--- src/rtl/calc_pkg.sv ---
// -----------------------------------------------------------------------------
// calc_pkg
// Shared definitions for the calculator keypad/display path.
//   state_t      : keypad encoder scan/debounce states
//   KEY_*        : key codes that carry special meaning for the display decoder
//   ROW_IDLE     : row drive pattern selecting row 0
//   COLS_IDLE    : column return pattern with no key pressed
//   decode_col() : {hit, index} for a column pattern with exactly one low bit
// -----------------------------------------------------------------------------
package calc_pkg;

   typedef enum logic [1:0] {
      SCAN        = 2'd0,
      DEB_PRESS   = 2'd1,
      EMIT        = 2'd2,
      DEB_RELEASE = 2'd3
   } state_t;

   // Codes shared with the 7-segment decoder; 4'hD..4'hF render blank.
   localparam logic [3:0] KEY_MINUS   = 4'hB;
   localparam logic [3:0] KEY_A       = 4'hC;
   localparam logic [3:0] KEY_BLANK_D = 4'hD;
   localparam logic [3:0] KEY_BLANK_E = 4'hE;
   localparam logic [3:0] KEY_BLANK_F = 4'hF;

   localparam logic [3:0] ROW_IDLE  = 4'b1110;
   localparam logic [3:0] COLS_IDLE = 4'b1111;

   // Bit 2 flags a single low column, bits 1:0 give its index. Zero or
   // several low columns are treated as "no key" (ghosting / chord).
   function automatic logic [2:0] decode_col(input logic [3:0] cols);
      case (cols)
         4'b1110: return 3'b100;
         4'b1101: return 3'b101;
         4'b1011: return 3'b110;
         4'b0111: return 3'b111;
         default: return 3'b000;
      endcase
   endfunction

endpackage

--- src/rtl/calc_sync2.sv ---
// -----------------------------------------------------------------------------
// calc_sync2
// Two-flop synchroniser for a bus of independent asynchronous bits.
//   clk     : destination clock
//   rst_n   : asynchronous active-low reset, both flops load RST_VAL
//   d       : asynchronous input
//   q       : synchronised output, two clk cycles behind d
// -----------------------------------------------------------------------------
module calc_sync2 #(
   parameter int             W       = 4,
   parameter logic [W-1:0]   RST_VAL = '1
) (
   input  logic         clk,
   input  logic         rst_n,
   input  logic [W-1:0] d,
   output logic [W-1:0] q
);

   logic [W-1:0] sync_p0;

   always_ff @(posedge clk or negedge rst_n) begin
      if (!rst_n) begin
         sync_p0 <= RST_VAL;
         q       <= RST_VAL;
      end else begin
         // stage p0: metastability capture
         sync_p0 <= d;
         // stage p1: resolved output
         q       <= sync_p0;
      end
   end

endmodule

--- src/rtl/calc_keypad_encoder.sv ---
// -----------------------------------------------------------------------------
// calc_keypad_encoder
// Scans a 4x4 active-low key matrix, debounces press and release, and emits
// one 4-bit key code (row*4 + col) per physical press over valid/ready.
//   clk          : system clock
//   rst_n        : asynchronous active-low reset
//   cols_n[3:0]  : column returns, active-low, asynchronous to clk
//   rows_n[3:0]  : one-cold row drive
//   key_code[3:0]: encoded key, held while key_valid is high
//   key_valid    : a code is pending
//   key_ready    : consumer accepts the pending code
//   overflow     : sticky, a confirmed press was dropped while a code pended
//   overflow_clr : synchronous clear of overflow (a simultaneous set wins)
// SCAN_DIV (>= 3) is the dwell per row; DEBOUNCE_CYCLES (>= 2) is the stable
// time needed to confirm a press or a release.
// -----------------------------------------------------------------------------
module calc_keypad_encoder #(
   parameter int SCAN_DIV        = 16,
   parameter int DEBOUNCE_CYCLES = 1000
) (
   input  logic       clk,
   input  logic       rst_n,
   input  logic [3:0] cols_n,
   output logic [3:0] rows_n,
   output logic [3:0] key_code,
   output logic       key_valid,
   input  logic       key_ready,
   output logic       overflow,
   input  logic       overflow_clr
);

   import calc_pkg::*;

   localparam int DW  = $clog2(SCAN_DIV);
   localparam int DBW = $clog2(DEBOUNCE_CYCLES + 1);

   localparam logic [DW-1:0]  DWELL_LAST = DW'(SCAN_DIV - 1);
   localparam logic [DBW-1:0] DEB_DONE   = DBW'(DEBOUNCE_CYCLES);

   // Saturating increments: the counters are cleared by the FSM before they
   // could ever reach their limit, but must never wrap if that changes.
   function automatic logic [DW-1:0] dwell_inc(input logic [DW-1:0] v);
      return (v == DWELL_LAST) ? v : v + DW'(1);
   endfunction

   function automatic logic [DBW-1:0] deb_inc(input logic [DBW-1:0] v);
      return (v == DEB_DONE) ? v : v + DBW'(1);
   endfunction

   function automatic logic [3:0] row_drive(input logic [1:0] r);
      return ~(4'b0001 << r);
   endfunction

   state_t         state, state_nx;
   logic [1:0]     row, row_nx;
   logic [DW-1:0]  dwell, dwell_nx;
   logic [DBW-1:0] deb, deb_nx, deb_up;
   logic [3:0]     pat, pat_nx;
   logic [1:0]     col, col_nx;
   logic [3:0]     rows_nx;
   logic [3:0]     code_nx;
   logic           valid_nx;
   logic           ovf_nx;
   logic [3:0]     cols_s;
   logic [2:0]     col_dec;
   logic           xfer;

   // Column returns come from switches: synchronise before any decision.
   calc_sync2 #(
      .W       (4),
      .RST_VAL (COLS_IDLE)
   ) u_cols_sync (
      .clk   (clk),
      .rst_n (rst_n),
      .d     (cols_n),
      .q     (cols_s)
   );

   assign col_dec = decode_col(cols_s);
   assign xfer    = key_valid & key_ready;
   assign deb_up  = deb_inc(deb);

   always_comb begin
      state_nx = state;
      row_nx   = row;
      dwell_nx = dwell;
      deb_nx   = deb;
      pat_nx   = pat;
      col_nx   = col;
      rows_nx  = rows_n;
      code_nx  = key_code;
      // A transfer retires the pending code unless EMIT reloads it below.
      valid_nx = key_valid & ~key_ready;
      // Clear first so that an overflow set later in this block wins.
      ovf_nx   = overflow & ~overflow_clr;

      case (state)
         SCAN: begin
            if (dwell == DWELL_LAST) begin
               dwell_nx = '0;
               deb_nx   = '0;
               if (col_dec[2]) begin
                  pat_nx   = cols_s;
                  col_nx   = col_dec[1:0];
                  state_nx = DEB_PRESS;
               end else begin
                  row_nx  = row + 2'd1;
                  rows_nx = row_drive(row + 2'd1);
               end
            end else begin
               dwell_nx = dwell_inc(dwell);
            end
         end

         DEB_PRESS: begin
            if (cols_s == pat) begin
               if (deb_up == DEB_DONE) begin
                  deb_nx   = '0;
                  state_nx = EMIT;
               end else begin
                  deb_nx = deb_up;
               end
            end else begin
               // Bounce or lift during confirmation: give up, move on.
               deb_nx   = '0;
               dwell_nx = '0;
               row_nx   = row + 2'd1;
               rows_nx  = row_drive(row + 2'd1);
               state_nx = SCAN;
            end
         end

         EMIT: begin
            if (!key_valid || xfer) begin
               code_nx  = {row, col};
               valid_nx = 1'b1;
            end else begin
               ovf_nx = 1'b1;
            end
            deb_nx   = '0;
            state_nx = DEB_RELEASE;
         end

         DEB_RELEASE: begin
            // Holding here until a clean release is what suppresses repeat.
            if (cols_s == COLS_IDLE) begin
               if (deb_up == DEB_DONE) begin
                  deb_nx   = '0;
                  dwell_nx = '0;
                  row_nx   = row + 2'd1;
                  rows_nx  = row_drive(row + 2'd1);
                  state_nx = SCAN;
               end else begin
                  deb_nx = deb_up;
               end
            end else begin
               deb_nx = '0;
            end
         end

         default: begin
            state_nx = SCAN;
         end
      endcase
   end

   always_ff @(posedge clk or negedge rst_n) begin
      if (!rst_n) begin
         state     <= SCAN;
         row       <= 2'd0;
         dwell     <= '0;
         deb       <= '0;
         pat       <= COLS_IDLE;
         col       <= 2'd0;
         rows_n    <= ROW_IDLE;
         key_code  <= 4'h0;
         key_valid <= 1'b0;
         overflow  <= 1'b0;
      end else begin
         state     <= state_nx;
         row       <= row_nx;
         dwell     <= dwell_nx;
         deb       <= deb_nx;
         pat       <= pat_nx;
         col       <= col_nx;
         rows_n    <= rows_nx;
         key_code  <= code_nx;
         key_valid <= valid_nx;
         overflow  <= ovf_nx;
      end
   end

endmodule

--- config.mk ---
export PLATFORM = sky130hd
export DESIGN_NAME = calc_keypad_encoder
export DESIGN_NICKNAME = d
export VERILOG_FILES = /design/src/rtl/calc_pkg.sv /design/src/rtl/calc_sync2.sv /design/src/rtl/calc_keypad_encoder.sv
export SDC_FILE = /design/constraint.sdc
export NUM_CORES = 1
export LEC_CHECK = 0
export BUFFER_PORTS_ARGS = -buffer_cell sky130_fd_sc_hd__buf_2
export CAP_MARGIN = 15
export CORE_UTILIZATION = 40
export DETAILED_ROUTE_END_ITERATION = 8
export PLACE_DENSITY_LB_ADDON = 0.15
export SLEW_MARGIN = 20
export SYNTH_ARGS = -nofsm -noshare
export SYNTH_HDL_FRONTEND = slang
export SYNTH_HIERARCHICAL = 1
export SYNTH_SLANG_ARGS = --single-unit
--- constraint.sdc ---
create_clock -name clk -period 5.2 [get_ports clk]
set_clock_uncertainty 0.2 [all_clocks]
set_input_delay 0 -clock clk [delete_from_list [all_inputs] [get_ports clk]]
set_output_delay 0 -clock clk [all_outputs]
set_load 0.01 [all_outputs]
### After elaboration in Yosys (flattened, before gate mapping)

Index checks and enable logic that the tools add are counted.

| cells by class | value |
|---|---|
| shift-type cells | 1 |
| muxes and demuxes | 35 |
| bitwise logic cells | 6 |
| equality and inequality tests | 19 |
| add/subtract/negate cells | 3 |
| reductions and logical operators | 9 |

Operators with widths:

| kind | count |
|---|---|
| $mux 10 | 5 |
| $pmux 10 s4 | 1 |
| $mux 4 | 9 |
| $pmux 4 s3 | 2 |
| $mux 2 | 11 |
| $eq 10x10->1 const B | 2 |
| $eq 4x4->1 const B | 5 |
| $ne 2x2->1 const B | 6 |
| $pmux 3 s4 | 1 |
| $add 10x1->10 const B | 1 |
| $pmux 2 s4 | 1 |
| $pmux 2 s3 | 1 |
| $reduce_and 6->1 | 1 |
| $reduce_and 5->1 | 1 |
| $add 4x1->4 const B | 1 |
| $eq 2x2->1 const B | 2 |
| $eq 4x3->1 const B | 1 |
| $eq 4x4->1 | 1 |
| $mux 1 | 4 |
| $not 4->4 | 1 |
| $reduce_and 4->1 | 1 |
| $shl 1x2->4 const A | 1 |
| $and 1x1->1 | 3 |
| $ne 3x3->1 const B | 1 |
| 9 further kinds | 10 |

| storage, ports and cells | value |
|---|---|
| output and inout port bits | 10 |
| bits of input ports | 8 |
| word-level logic and storage cells | 85 |
| register bits | 42 |

### Depth between registers and ports, before layout

Gate-level depths: netlist (run 1).

| depth | value |
|---|---|
| word-level depth | 6 |
| mapped depth | 9 |
| depth with buffers taken out | 8 |

### By module

Netlist (run 1), hierarchy kept.

Modules (own cells, without submodules):

| module | area each (um2) | times used | cells each |
|---|---|---|---|
| calc_keypad_encoder | 1,975.6 | 1 | 204 |
| calc_sync2 | 210.2 | 1 | 8 |

### Least setup slack after synthesis (run 1)

No wires, ideal clock.

| timing | value |
|---|---|
| path kind | register -> register |
| start | register deb[0] |
| end | register row[1] |
| path slack | 2.664 ns |
| path buffers | 1 |
| required time | 4.875 ns |
| arrival time | 2.211 ns |
| stages on the path, launching flop included | 10 |
| clock period less this slack | 2.536 ns |
| path through | dfrtp_1 -> buf_4 -> inv_1 -> ha_1 -> nand4b_1 -> or3_4 -> mux2i_4 -> a41oi_4 -> a211oi_4 -> mux2_4 |

| between the ends | value |
|---|---|
| longest elaborated chain between the ends | 5 |
| elaborated cells on any way between the ends | 6 |
| those cells by class | add/sub (1); eq/ne (3); mux (1); reduce/logical (1) |

Ends and longest elaborated chain:

| what | RTL line | RTL |
|---|---|---|
| start: declaration | calc_keypad_encoder.sv:57 | `logic [DBW-1:0] deb, deb_nx, deb_up;` |
| start signal: assignment | calc_keypad_encoder.sv:183 | `deb <= deb_nx;` |
| $add 10x1->10 or $eq 10x10->1 (tied branches) | calc_keypad_encoder.sv:47 | `return (v == DEB_DONE) ? v : v + DBW'(1);` |
| $mux 10 * | calc_keypad_encoder.sv:47 |  |
| $eq 10x10->1 * | calc_keypad_encoder.sv:147 | `if (deb_up == DEB_DONE) begin` |
| $ne 2x2->1 (no line) * | - |  |
| $reduce_and 6->1 (no line) * | - |  |
| end signal: assignment | calc_keypad_encoder.sv:181 | `row <= row_nx;` |
| end: declaration | calc_keypad_encoder.sv:55 | `logic [1:0] row, row_nx;` |

Mark *: on every way between the ends. The rest lies on a longest branch, timed or not.
A chain may end at the register's enable or synchronous reset.

### Worst setup path in the final report (run 1)

Ends and elaborated chain as after synthesis.

==> results of run 1 <==
## logic make-up after synthesis
logic type               count (synthesis)  synth area share
adder cells (fa/ha/maj)                  7            0.0401
flip-flops                              42             0.489
AND/OR/NAND/NOR                         71             0.167
AO/OA/AOI/OAI                           48             0.157
buffers and inverters                   23            0.0424
multiplexers                            14            0.0761
XOR/XNOR                                 7            0.0280
## stage by stage
step | util | hold WS [ns]
after CTS | 0.485 | 0.133
after global placement | 0.450 | -0.0947
after global routing | 0.485 | 0.134
after detailed placement | 0.450 | -0.0937
after floorplan | - | -0.496
final | 0.485 | 0.147
## cell usage after synthesis (all sizes together), types with 3 or more instances
library cell  count  share of area
dfrtp            27           0.31
nand2            25          0.043
o21ai            17          0.039
inv              16          0.027
dfstp            15           0.18
nand3            10          0.025
nor2              9          0.015
mux2              8          0.043
a21oi             7          0.016
a31oi             7          0.020
ha                7          0.040
mux2i             6          0.033
and3              5          0.014
xnor2             5          0.020
clkbuf            4         0.0069
nand2b            4          0.011
nand4             4          0.011
a22o              3          0.012
buf               3         0.0080
nor3              3         0.0069
o22ai             3         0.0086
o31ai             3          0.010
## worst max-delay path, cell delays in order (launching register included)
cell and delay [ns]:
dfrtp_1 0.53, ha_1 0.35, or3b_4 0.42, a211oi_4 0.29, a41oi_4 0.19, a211oi_4 0.42
mux2_4 0.34
## how the worst min path moves through the flow
stage	from	end	slack [ns]	cells past startpoint
final	cols_n[2]	u_cols_sync/sync_p0[2]$_DFF_PN1_	0.15	2
after CTS	cols_n[0]	u_cols_sync/sync_p0[0]$_DFF_PN1_	0.13	2
after floorplan	rst_n	asynchronous set/reset pin	-0.50	0
after global routing	cols_n[1]	u_cols_sync/sync_p0[1]$_DFF_PN1_	0.13	2
after detailed placement	cols_n[0]	u_cols_sync/sync_p0[0]$_DFF_PN1_	-0.09	1
after global placement	cols_n[3]	u_cols_sync/sync_p0[3]$_DFF_PN1_	-0.09	1
## flip-flops by register name, indices dropped and copies added, names as in the netlist, 2 cells and up, named ones only
name and count:
row 2, pat 4, u_cols_sync/sync_p0 4, key_code 4
deb 10, dwell 4, u_cols_sync/q 4, rows_n 4
col 2
## cell type report
class,instances,area (um^2)
Fill cell,476,2660
Sequential cell,42,1070
Multi-Input combinational cell,147,1020
Timing Repair Buffer,25,165
Clock buffer,7,97.6
Tap cell,70,87.6
Inverter,16,60.1
Clock inverter,1,6.26
## power by group
| part | leakage, uW | switching (uW) | internal, uW | total [uW] |
|---|---|---|---|---|
| combinational | 0.000498 | 99.6 | 97.3 | 197 |
| sequential | 0.000517 | 47.4 | 406 | 454 |
| clock | 0.0000539 | 114 | 124 | 238 |
## metal layers
metal	part of all wire	global-route usage
met1	0.49	0.202
met2	0.46	0.246
met3	0.029	0.0361
met4	0.019	0.0596
met5	0	0
## layout by cell type (no fill, tap or decap), types with 5 or more instances in the layout
master,count
inv_1,16
dfrtp_1,27
mux2i_1,5
buf_2,17
o21ai_0,17
dlygate4sd3_1,8
nor2_1,9
mux2_2,7
a31oi_1,7
clkbuf_8,5
and3_1,5
ha_1,7
dfstp_2,15
nand2_1,25
nand3_1,9
a21oi_1,7
xnor2_1,5
==> impl.org, run 1 <==
** Cells and area
- Number of diodes added for antenna fixing :: 0
- Final non-filler cell area :: 2510 um^2
- Post-Layout Cell Count :: 308
- P&R area growth vs syn :: 14.8%
- Of the cells placed in the final design, the portion with a size suffix greater than 1 is 0.231.
- The net count of the finished layout is 252.

** Clock tree
- The clock reaches the later pin of the worst-skew pair after 0.29 ns.
- The root buffer cell chosen for the clock tree is clkbuf_8.
- Clock tree synthesis found a total of 42 sinks.
- Hold repair after CTS inserted 8 buffers.
- Clock-pin slew was measured on the worst setup and hold paths at ~0.08 ns.
- Total CTS buffers :: 5
- Number of gates resized after CTS :: 0
- The number of setup buffers added after CTS is 0.
- The clock passes through at most 2 buffers.
- TritonCTS built the clock tree.
- CTS HTree Levels :: 2

** Synthesis
- Number of enable-type register cells in the synthesized netlist :: 0
- Share of flip-flops with an asynchronous set or reset after synthesis :: 1.00
- In this run, synthesis produced a sequential element count of 42.
- Net count after synthesis :: 227
- Mean instance size in the synthesized netlist :: 10.3 um^2
- Netlist cell types :: 43
- Mapped Cells :: 212
- The most used flip-flop cell after synthesis is dfrtp_1.
- Summing every instance area after synthesis gives 2190 um^2.
- The share of the Yosys chip area taken by registers is 0.489.
- The Yosys step of the flow raised 6 warnings.

** Critical path
- The setup path with the least slack is of type register to register.
- Worst setup path end :: row[1]$_DFFE_PN0P_
- Origin of the worst setup path :: deb[0]$_DFFE_PN0P_
- The worst setup path is captured at a register.
- Reg-to-reg critical path startpoint :: deb[0]$_DFFE_PN0P_
- Along the worst path, the maximum fanout reaches 9.
- Data on the critical path arrives at its endpoint at 2.83 ns.
- Kind of start point of the critical path :: register
- Register-to-register setup slack :: 2.35 ns
- Endpoint of the lowest-slack register-to-register path :: row[1]$_DFFE_PN0P_
- Required arrival time at the worst endpoint :: 5.18 ns
- Reg2reg path depth :: 6

** Timing
- The final-report max-slew violation count was 0.
- Timing would allow up to roughly 350 MHz.
- After layout, the minimum clock period comes to 2.85 ns.
- Setup repair after global routing missed its margin :: no
- Final cycle utilization of the critical path :: 0.547
- Once routing completed, OpenROAD measured the worst setup slack at 2.35 ns.
- Final Setup Violations :: 0
- For the pin with the worst max-slew slack, the measured transition is 0.915 ns.
- Number of failing hold endpoints at the final stage :: 0
- Setup TNS after final layout :: 0 ns
- Max_slew headroom :: 0.390

** Placement
- The placed instances occupy a cell area of ~2300 um^2.
- Count of input and output buffers :: 17
- Worst-case setup slack after placement :: 2.37 ns
- Final estimated routing congestion in global placement :: 0.771
- Placed Cells incl. Taps :: 292
- Once detailed placement completed, the half-perimeter wirelength came to around 2900 um.

** Routing
- Average wire length per cell after detail routing :: between 10 and 15 um
- In this run, the number of DRC markers left after iteration 0 of detailed routing was 65.
- Across all layers, the routed design uses 1579 vias.
- Number of iterations in the first detailed-routing pass :: 4
- Number of nets with antenna violations after detailed routing :: 0
- Detailed-route vias per instance :: slightly above 5
- Count of unresolved DRC violations after routing :: 0
- Sum of routed wire length over all layers :: approximately 4000 um

** GRT
- The first global-routing pass estimated 7060 um of wire.
- Total congestion overflow :: 0
- Across every metal layer, demand over resource in global routing totals 0.154.
- Initial antenna violation count :: 0
- The number of global-route vias before repair was 1507.
- Entering global routing, the biggest net connects 43 pins.

** Floorplan
- The total area inside the core boundary comes to 5170 um^2.
- The die is 75.9 um tall.
- For this configuration, the core starts out at a cell density of 0.423.
- The floorplan has 26 rows.
- In this run the count of I/O pins placed on the die edge is 18.
- The die covers 5760 um^2.
- Die width :: 75.9 um

** Power
- IR analysis of the VDD net gives a maximum drop of 0.000220 V.
- Power spread over the standard cell area amounts to 354 nW/um^2.
- The design draws around 890 uW.
- In this run the static leakage power is 0.00107 uW.

** Run status
- The flow ran to the end, and the final reports show no timing, DRC or antenna violations.

** Hold path
- Path type of the worst min-delay path :: input pin to register

** Flow run
- The tool flagged a number of max-cap violations equal to 0.
Power figures use the tool's default switching activity.
==> run 2: changes to the inputs <==
Clock period 5.2 ns to 2.9 ns, I/O delays scaled along.
==> run 2 against run 1 <==
  * Global-route usage rose by 0.81 points
  * Combinational power rose by 87%
  * Clock-buffer cell count did not move
==> impl.org, run 2 (same netlist as run 1, synthesis figures left out) <==
** Run status
- Result of the run: completed (unchanged).

** Clock tree
- CTS clock-pin slew for the worst setup and hold paths :: 0.08 ns (about the same)
- Number of gates resized after CTS :: 0 (unchanged)
- Clock Tree Root :: clkbuf_8 (unchanged)
- The post-CTS setup repair buffer count came to 0 (unchanged).
- The maximum level of the CTS H-tree came to 2 (unchanged).
- The number of buffers on the longest clock path was 2 (unchanged).
- TritonCTS clock tree :: done (unchanged)
- The number of hold buffers added after CTS came to 8 (unchanged).
- CTS Sinks :: 42 (unchanged)
- Clock network latency to the later pin of the worst-skew pair :: 0.29 ns (about the same)
- The total clock buffers created by CTS is 5 (unchanged).

** Hold path
- Min-Delay Endpoint :: u_cols_sync/sync_p0[0]$_DFF_PN1_ (was u_cols_sync/sync_p0[2]$_DFF_PN1_)
- Worst hold path stage count :: 2 (unchanged)
- The launch instance of the worst min-delay path is cols_n[0] (was cols_n[2]).
- Path type of the worst min-delay path :: input pin to register (unchanged)

** Critical path
- The largest driver fanout on the critical path was 8 (was 9).
- The critical register-to-register path startpoint is deb[1]$_DFFE_PN0P_ (was deb[0]$_DFFE_PN0P_).
- Kind of start point of the critical path :: register (unchanged)
- Arrival time of data at the critical path endpoint :: 2.61 ns (was 2.83 ns)
- The start-to-end type of the worst setup path was register to register (unchanged).
- Register-to-register setup slack :: 0.31 ns (was 2.35 ns)
- The required time of the worst setup path came to 2.92 ns (was 5.18 ns).
- Reg2reg path depth :: 7 (was 6)
- Endpoint of the lowest-slack register-to-register path :: rows_n[2]$_DFFE_PN1P_ (was row[1]$_DFFE_PN0P_)
- The endpoint class of the critical path is a register (unchanged).

** Cells and area
- The most frequent standard cell in the layout excluding fill and tap cells is dfrtp_1 (unchanged).
- Filler cells :: 491 (was 476)
- Nets@finish :: 256 (was 252)
- Post-Layout Cell Count :: 312 (was 308)
- Final non-filler cell area :: 2530 um^2 (was 2510 um^2)
- The count of antenna diodes in the layout is 0 (unchanged).
- The synthesis-to-layout area growth came to 15.8% (was 14.8%).
- The register ranked first by flip-flop count is deb (unchanged).
- Share of layout cells above drive strength 1 :: 0.244 (was 0.231)
- Most used cells in the layout excluding fill and tap cells :: dfrtp_1 (27), nand2_1 (25), o21ai_0 (17), buf_2 (17), inv_1 (16) (unchanged)
- The number of flip-flops under the largest register name came to 10 (unchanged).

** Floorplan
- Core area :: 5170 um^2 (unchanged)
- The die extent in x is 75.9 um (unchanged).
- The die height came to 75.9 um (unchanged).
- Starting utilization of the core area :: 0.423 (unchanged)
- FP Rows :: 26 (unchanged)
- The die area was 5760 um^2 (unchanged).
- Top Ports :: 18 (unchanged)

** Routing
- The average detailed-routed wire length per instance was 13.6 um (was 13.1 um).
- The remaining routing DRC violations is 0 (unchanged).
- Detailed-route vias per instance :: 5.21 (was 5.13)
- Number of iterations in the first detailed-routing pass :: 4 (unchanged)
- Iteration-0 DRC Markers :: 64 (was 65)
- Via total after detailed routing :: 1625 (was 1579)
- The detailed-route wire length is 4250 um (was 4050 um).
- The count of antenna-violating nets left after detailed routing is 0 (unchanged).

** Timing
- The final number of setup-violating endpoints was 0 (unchanged).
- The worst path setup slack after routing is 0.314 ns (was 2.35 ns).
- Setup TNS after final layout :: 0 ns (unchanged)
- The final critical path time including I/O delays and setup came to 2.59 ns (was 2.85 ns).
- Number of failing hold endpoints at the final stage :: 0 (unchanged)
- The post-route clock period utilization came to 0.892 (was 0.547).
- Setup repair after global routing missed its margin: no (unchanged).
- Transition time at the pin with the least slew margin :: 0.953 ns (was 0.915 ns)
- Max Slew Vio Count :: 0 (unchanged)
- The worst relative slew slack was 0.364 (was 0.390).
- Highest clock frequency the design can meet :: 387 MHz (was 351 MHz)

** Power
- Power consumption :: 1580 uW (was 889 uW)
- The largest vdd supply drop is 0.000399 V (was 0.000220 V).
- The power per cell area is 624 nW/um^2 (was 354 nW/um^2).
- The total leakage power came to 0.00109 uW (was 0.00107 uW).

** GRT
- Wire length of the first global-routing pass :: 7400 um (was 7060 um)
- Total congestion overflow :: 0 (unchanged)
- Pin count of the biggest net entering global routing :: 43 (unchanged)
- Initial antenna violation count :: 0 (unchanged)
- Vias in the first global route :: 1636 (was 1507)
- Total global-route track usage :: 0.162 (was 0.154)

** Flow run
- The number of maximum-capacitance violations was 0 (unchanged).

** Placement
- Placement Cell Area :: 2360 um^2 (was 2330 um^2)
- Final estimated routing congestion in global placement :: 0.808 (was 0.771)
- Placed Cells incl. Taps :: 296 (was 292)
- The count of port buffers added during placement is 17 (unchanged).
- Worst-case setup slack after placement :: 0.319 ns (was 2.37 ns)
- Detailed placer's ending HPWL :: 3020 um (was 2880 um)
[run 2: how the worst max path moves through the flow]
| stage | start | to | slack, ns |
|---|---|---|---|
| after floorplan | deb[0]$_DFFE_PN0P_ | row[1]$_DFFE_PN0P_ | 0.36 |
| after global placement | deb[1]$_DFFE_PN0P_ | rows_n[2]$_DFFE_PN1P_ | 0.39 |
| after detailed placement | deb[0]$_DFFE_PN0P_ | rows_n[3]$_DFFE_PN1P_ | 0.32 |
| after CTS | deb[0]$_DFFE_PN0P_ | rows_n[3]$_DFFE_PN1P_ | 0.31 |
| after global routing | deb[1]$_DFFE_PN0P_ | rows_n[0]$_DFFE_PN0P_ | 0.08 |
| final | deb[1]$_DFFE_PN0P_ | rows_n[2]$_DFFE_PN1P_ | 0.31 |
[run 2: cell type report]
cell class	instances	area, um^2	share of cell area
inverters	16	60.1	0.0237
clock inverters	1	8.76	0.00346
well taps	70	87.6	0.0346
flip-flops and latches	42	1070	0.423
multi-input cells	147	1020	0.404
repair buffers	29	195	0.0771
clock buffers	7	86.3	0.0341
[run 2: routing by layer]
layer  global-route usage  wire length, um  share of wire
met5                    0                0              0
met4               0.0596               76          0.018
met3               0.0361              113          0.027
met2                0.271             2040           0.48
met1                0.205             2020           0.47
[run 2: power breakdown]
part	total [uW]	internal, uW	switching, uW	leakage [uW]
clock	401	197	204	0.0000489
combinational	368	181	187	0.000520
sequential	811	729	81.3	0.000517
total	1580	1110	472	0.00109
[run 2: worst max-delay path: stages (launching register included)]
cell      delay (ns)
dfrtp_1         0.42
ha_1            0.31
or3b_4          0.43
a211oi_4        0.30
a41oi_4         0.19
a211oi_4        0.28
buf_4           0.20
mux2i_1         0.19
[run 2: stage by stage]
step | hold WS, ns | utilization
2_1_floorplan | -0.496 | -
5_1_grt | 0.133 | 0.489
3_5_place_dp | -0.0936 | 0.455
4_1_cts | 0.131 | 0.489
6_report | 0.146 | 0.489
3_3_place_gp | -0.0941 | 0.455
==> run 3: changes to the inputs <==
--- a/config.mk
+++ b/config.mk
@@ -8,6 +8,8 @@
 export BUFFER_PORTS_ARGS = -buffer_cell sky130_fd_sc_hd__buf_2
 export CAP_MARGIN = 15
+export CORE_MARGIN = 4
 export CORE_UTILIZATION = 40
 export DETAILED_ROUTE_END_ITERATION = 8
+export GPL_TIMING_DRIVEN = 0
 export PLACE_DENSITY_LB_ADDON = 0.15
 export SLEW_MARGIN = 20
==> constraint.sdc (replaced) <==
create_clock -name clk -period 2.9 [get_ports clk]
set_clock_uncertainty 0.2 [all_clocks]
set_input_delay 0 -clock clk [delete_from_list [all_inputs] [get_ports clk]]
set_output_delay 0 -clock clk [all_outputs]
set_load 0.05 [all_outputs]
==> run 3 against run 2 <==
  * Cell count grew 1.3%
  * Hold slack lost 0.0010 ns
  * Sequential share of layout area shrank 0.45 points
  * Largest cell class unchanged
  * Utilization grew 0.22 points
  * Worst setup slack lost 0.19 ns
  * Die area grew 16%
  * Critical path depth is the same
==> impl.org, run 3 (same netlist as run 1, synthesis figures left out) <==
** Run status
- Result of the run :: completed (unchanged)

** GRT
- Initial antenna violation count :: 0 (unchanged)
- Wire length of the first global-routing pass :: 7650 um (was 7400 um)
- The pin count of the biggest net entering global routing came to 43 (unchanged).
- Total congestion overflow :: 0 (unchanged)
- Total global-route track usage :: 0.149 (was 0.162)
- The number of global-route vias before repair came to 1605 (was 1636).

** Cells and area
- Number of diodes added for antenna fixing :: 0 (unchanged)
- Most flop-heavy register :: deb (unchanged)
- The number of flip-flops under the largest register name came to 10 (unchanged).
- The synthesis-to-layout area growth was 17.1% (was 15.8%).
- Layout Utilization :: 0.492 (was 0.489)
- Nets@finish :: 260 (was 256)
- The most frequent standard cell in the layout excluding fill and tap cells is dfrtp_1 (unchanged).
- Share of layout cells above drive strength 1 :: 0.248 (was 0.244)
- Most used cells in the layout excluding fill and tap cells: dfrtp_1 (27), nand2_1 (25), buf_2 (19), o21ai_0 (17), inv_1 (16) (was dfrtp_1 (27), nand2_1 (25), o21ai_0 (17), buf_2 (17), inv_1 (16)).
- Post-Layout Cell Count :: 316 (was 312)

** Clock tree
- The clock latency at the later pin of the worst-skew pair was 0.30 ns (was 0.29 ns).
- The number of clock sinks seen by CTS is 42 (unchanged).
- The CTS tree was done (unchanged).
- The maximum level of the CTS H-tree is 2 (unchanged).
- CTS clock-pin slew for the worst setup and hold paths :: 0.09 ns (was 0.08 ns)
- Clock Tree Root :: clkbuf_8 (unchanged)
- The number of buffers on the longest clock path is 2 (unchanged).
- The total clock buffers created by CTS came to 5 (unchanged).

** Critical path
- The critical register-to-register path startpoint was deb[1]$_DFFE_PN0P_ (unchanged).
- Critical path class :: register to register (unchanged)
- The worst reg-to-reg path cell count was 7 (unchanged).
- The worst path buffer plus inverter count came to 1 (unchanged).
- The slowest library cell on the worst path is dfrtp_1 (was or3b_4).
- The critical path depth is 7 (unchanged).
- The family of cells with the greatest summed delay on the critical path is compound AO/OA/AOI/OAI gates (unchanged).
- Required arrival time at the worst endpoint :: 2.88 ns (was 2.92 ns)
- Origin of the worst setup path :: deb[1]$_DFFE_PN0P_ (unchanged)
- The endpoint class of the critical path is a register (unchanged).
- The element type at the critical path start is a register (unchanged).
- The largest driver fanout on the critical path was 8 (unchanged).
- Arrival time of data at the critical path endpoint :: 2.76 ns (was 2.61 ns)
- Library cell appearing most often on the critical path :: a211oi_4 (unchanged)
- CP Cell Sequence: ha_1 -> or3b_4 -> a211oi_4 -> a41oi_4 -> a211oi_4 -> buf_12 -> mux2_4 (was ha_1 -> or3b_4 -> a211oi_4 -> a41oi_4 -> a211oi_4 -> buf_4 -> mux2i_1).
- Maximum single-stage delay on the critical path :: 0.44 ns (was 0.43 ns)

** Hold path
- The launch instance of the worst min-delay path is cols_n[0] (unchanged).
- The number of stages on the worst hold path was 2 (unchanged).
- The worst hold-check path type was input pin to register (unchanged).

** Placement
- The sum of net half-perimeters after detailed placement was 2950 um (was 3020 um).
- Placed Cells incl. Taps :: 299 (was 296)
- Count of input and output buffers :: 17 (unchanged)
- The routability-driven placement congestion ratio is 0.790 (was 0.808).

** Routing
- The via density per instance came to 5.09 (was 5.21).
- Via total after detailed routing :: 1609 (was 1625)
- The remaining routing DRC violations was 0 (unchanged).
- Average wire length per cell after detail routing :: 13.7 um (was 13.6 um)
- The violation count after the first detailed-routing iteration is 121 (was 64).
- Number of iterations in the first detailed-routing pass :: 4 (unchanged)
- Sum of routed wire length over all layers :: 4320 um (was 4250 um)
- The count of antenna-violating nets left after detailed routing is 0 (unchanged).

** Floorplan
- The die area is 6710 um^2 (was 5760 um^2).
- Die width :: 81.9 um (was 75.9 um)
- The die height came to 81.9 um (was 75.9 um).
- Top Ports :: 18 (unchanged)
- Starting utilization of the core area :: 0.420 (was 0.423)
- FP Rows :: 26 (unchanged)
- Core area :: 5200 um^2 (was 5170 um^2)

** Timing
- The final-report hold violation count came to 0 (unchanged).
- The worst hold slack came to 0.145 ns (was 0.146 ns).
- Max Slew Vio Count :: 0 (unchanged)
- The transition time at the pin with the least slew margin is 0.923 ns (was 0.953 ns).
- Final worst path period need :: 2.77 ns (was 2.59 ns)
- Max_slew headroom :: 0.385 (was 0.364)
- Setup TNS after final layout :: 0 ns (unchanged)
- The upper clock frequency limit came to 360 MHz (was 387 MHz).
- Final cycle utilization of the critical path :: 0.957 (was 0.892)
- The final number of setup-violating endpoints was 0 (unchanged).
- Setup repair after global routing missed its margin :: no (unchanged)

** Power
- Power consumption :: 1650 uW (was 1580 uW)
- IR drop worst, VDD :: 0.000472 V (was 0.000399 V)
- Leakage Power :: 0.00109 uW (about the same)
- Power per cell area :: 644 nW/um^2 (was 624 nW/um^2)

** Flow run
- Max-cap violations :: 0 (unchanged)
## run 3: changes by cell type in the layout (fill, tap and decap cells not counted), sizes merged
cell and delta:
clkbuf +3, inv -1, clkinv +2
## run 3: final timing paths
path                                                     to  slack [ns]
max                                      row[1]$_DFFE_PN0P_        0.13
min                        u_cols_sync/sync_p0[0]$_DFF_PN1_        0.15
max reg2reg                              row[1]$_DFFE_PN0P_        0.13
min reg2reg                      u_cols_sync/q[3]$_DFF_PN1_        0.16
max in group asynchronous                deb[2]$_DFFE_PN0P_        1.75
min in group asynchronous                deb[8]$_DFFE_PN0P_        0.17
## run 3: worst reg2reg max path, stage by stage, from the launching register on
cell and delay (ns):
dfrtp_1 0.44, ha_1 0.34, or3b_4 0.43, a211oi_4 0.31, a41oi_4 0.21, a211oi_4 0.28
buf_12 0.16, mux2_4 0.29
## run 3: area by class of cell
| class | count | area [um^2] |
|---|---|---|
| fill | 489 | 2650 |
| sequential | 42 | 1070 |
| multi-input combinational | 147 | 1040 |
| timing repair buffer | 26 | 185 |
| tap | 70 | 87.6 |
| clock buffer | 6 | 72.6 |
| inverter | 16 | 60.1 |
| buffer | 7 | 32.5 |
| clock inverter | 2 | 13.8 |
## run 3: metal layers
metal / track usage / wire length, um / up-vias
met1: 0.205 / 2150 / 768
li1: - / - / 814
met3: 0.0340 / 127 / 7
met5: 0 / 0 / -
met4: 0.0598 / 66 / 0
met2: 0.227 / 1970 / 20
## run 3: repair_timing
item | 4_1_cts | 5_1_grt
setup endpoints to repair | 0 | 4
endpoints found under the hold margin | 33 | 0
gates resized for setup | 0 | 2
hold buffers | 8 | 0
buffers inserted | 0 | 1
## run 3: stage by stage
stage	instance area [um^2]	setup slack [ns]
final	2560	0.126
after global routing	2560	0.00207
after CTS	2520	0.0852
after detailed placement	2360	0.110
after global placement	2360	0.130
after floorplan	2190	0.364
## run 3: where the power goes
group	switching [uW]	total, uW	internal (uW)
registers	76.0	805	729
clock network	211	381	170
logic	275	463	188
total	562	1650	1090
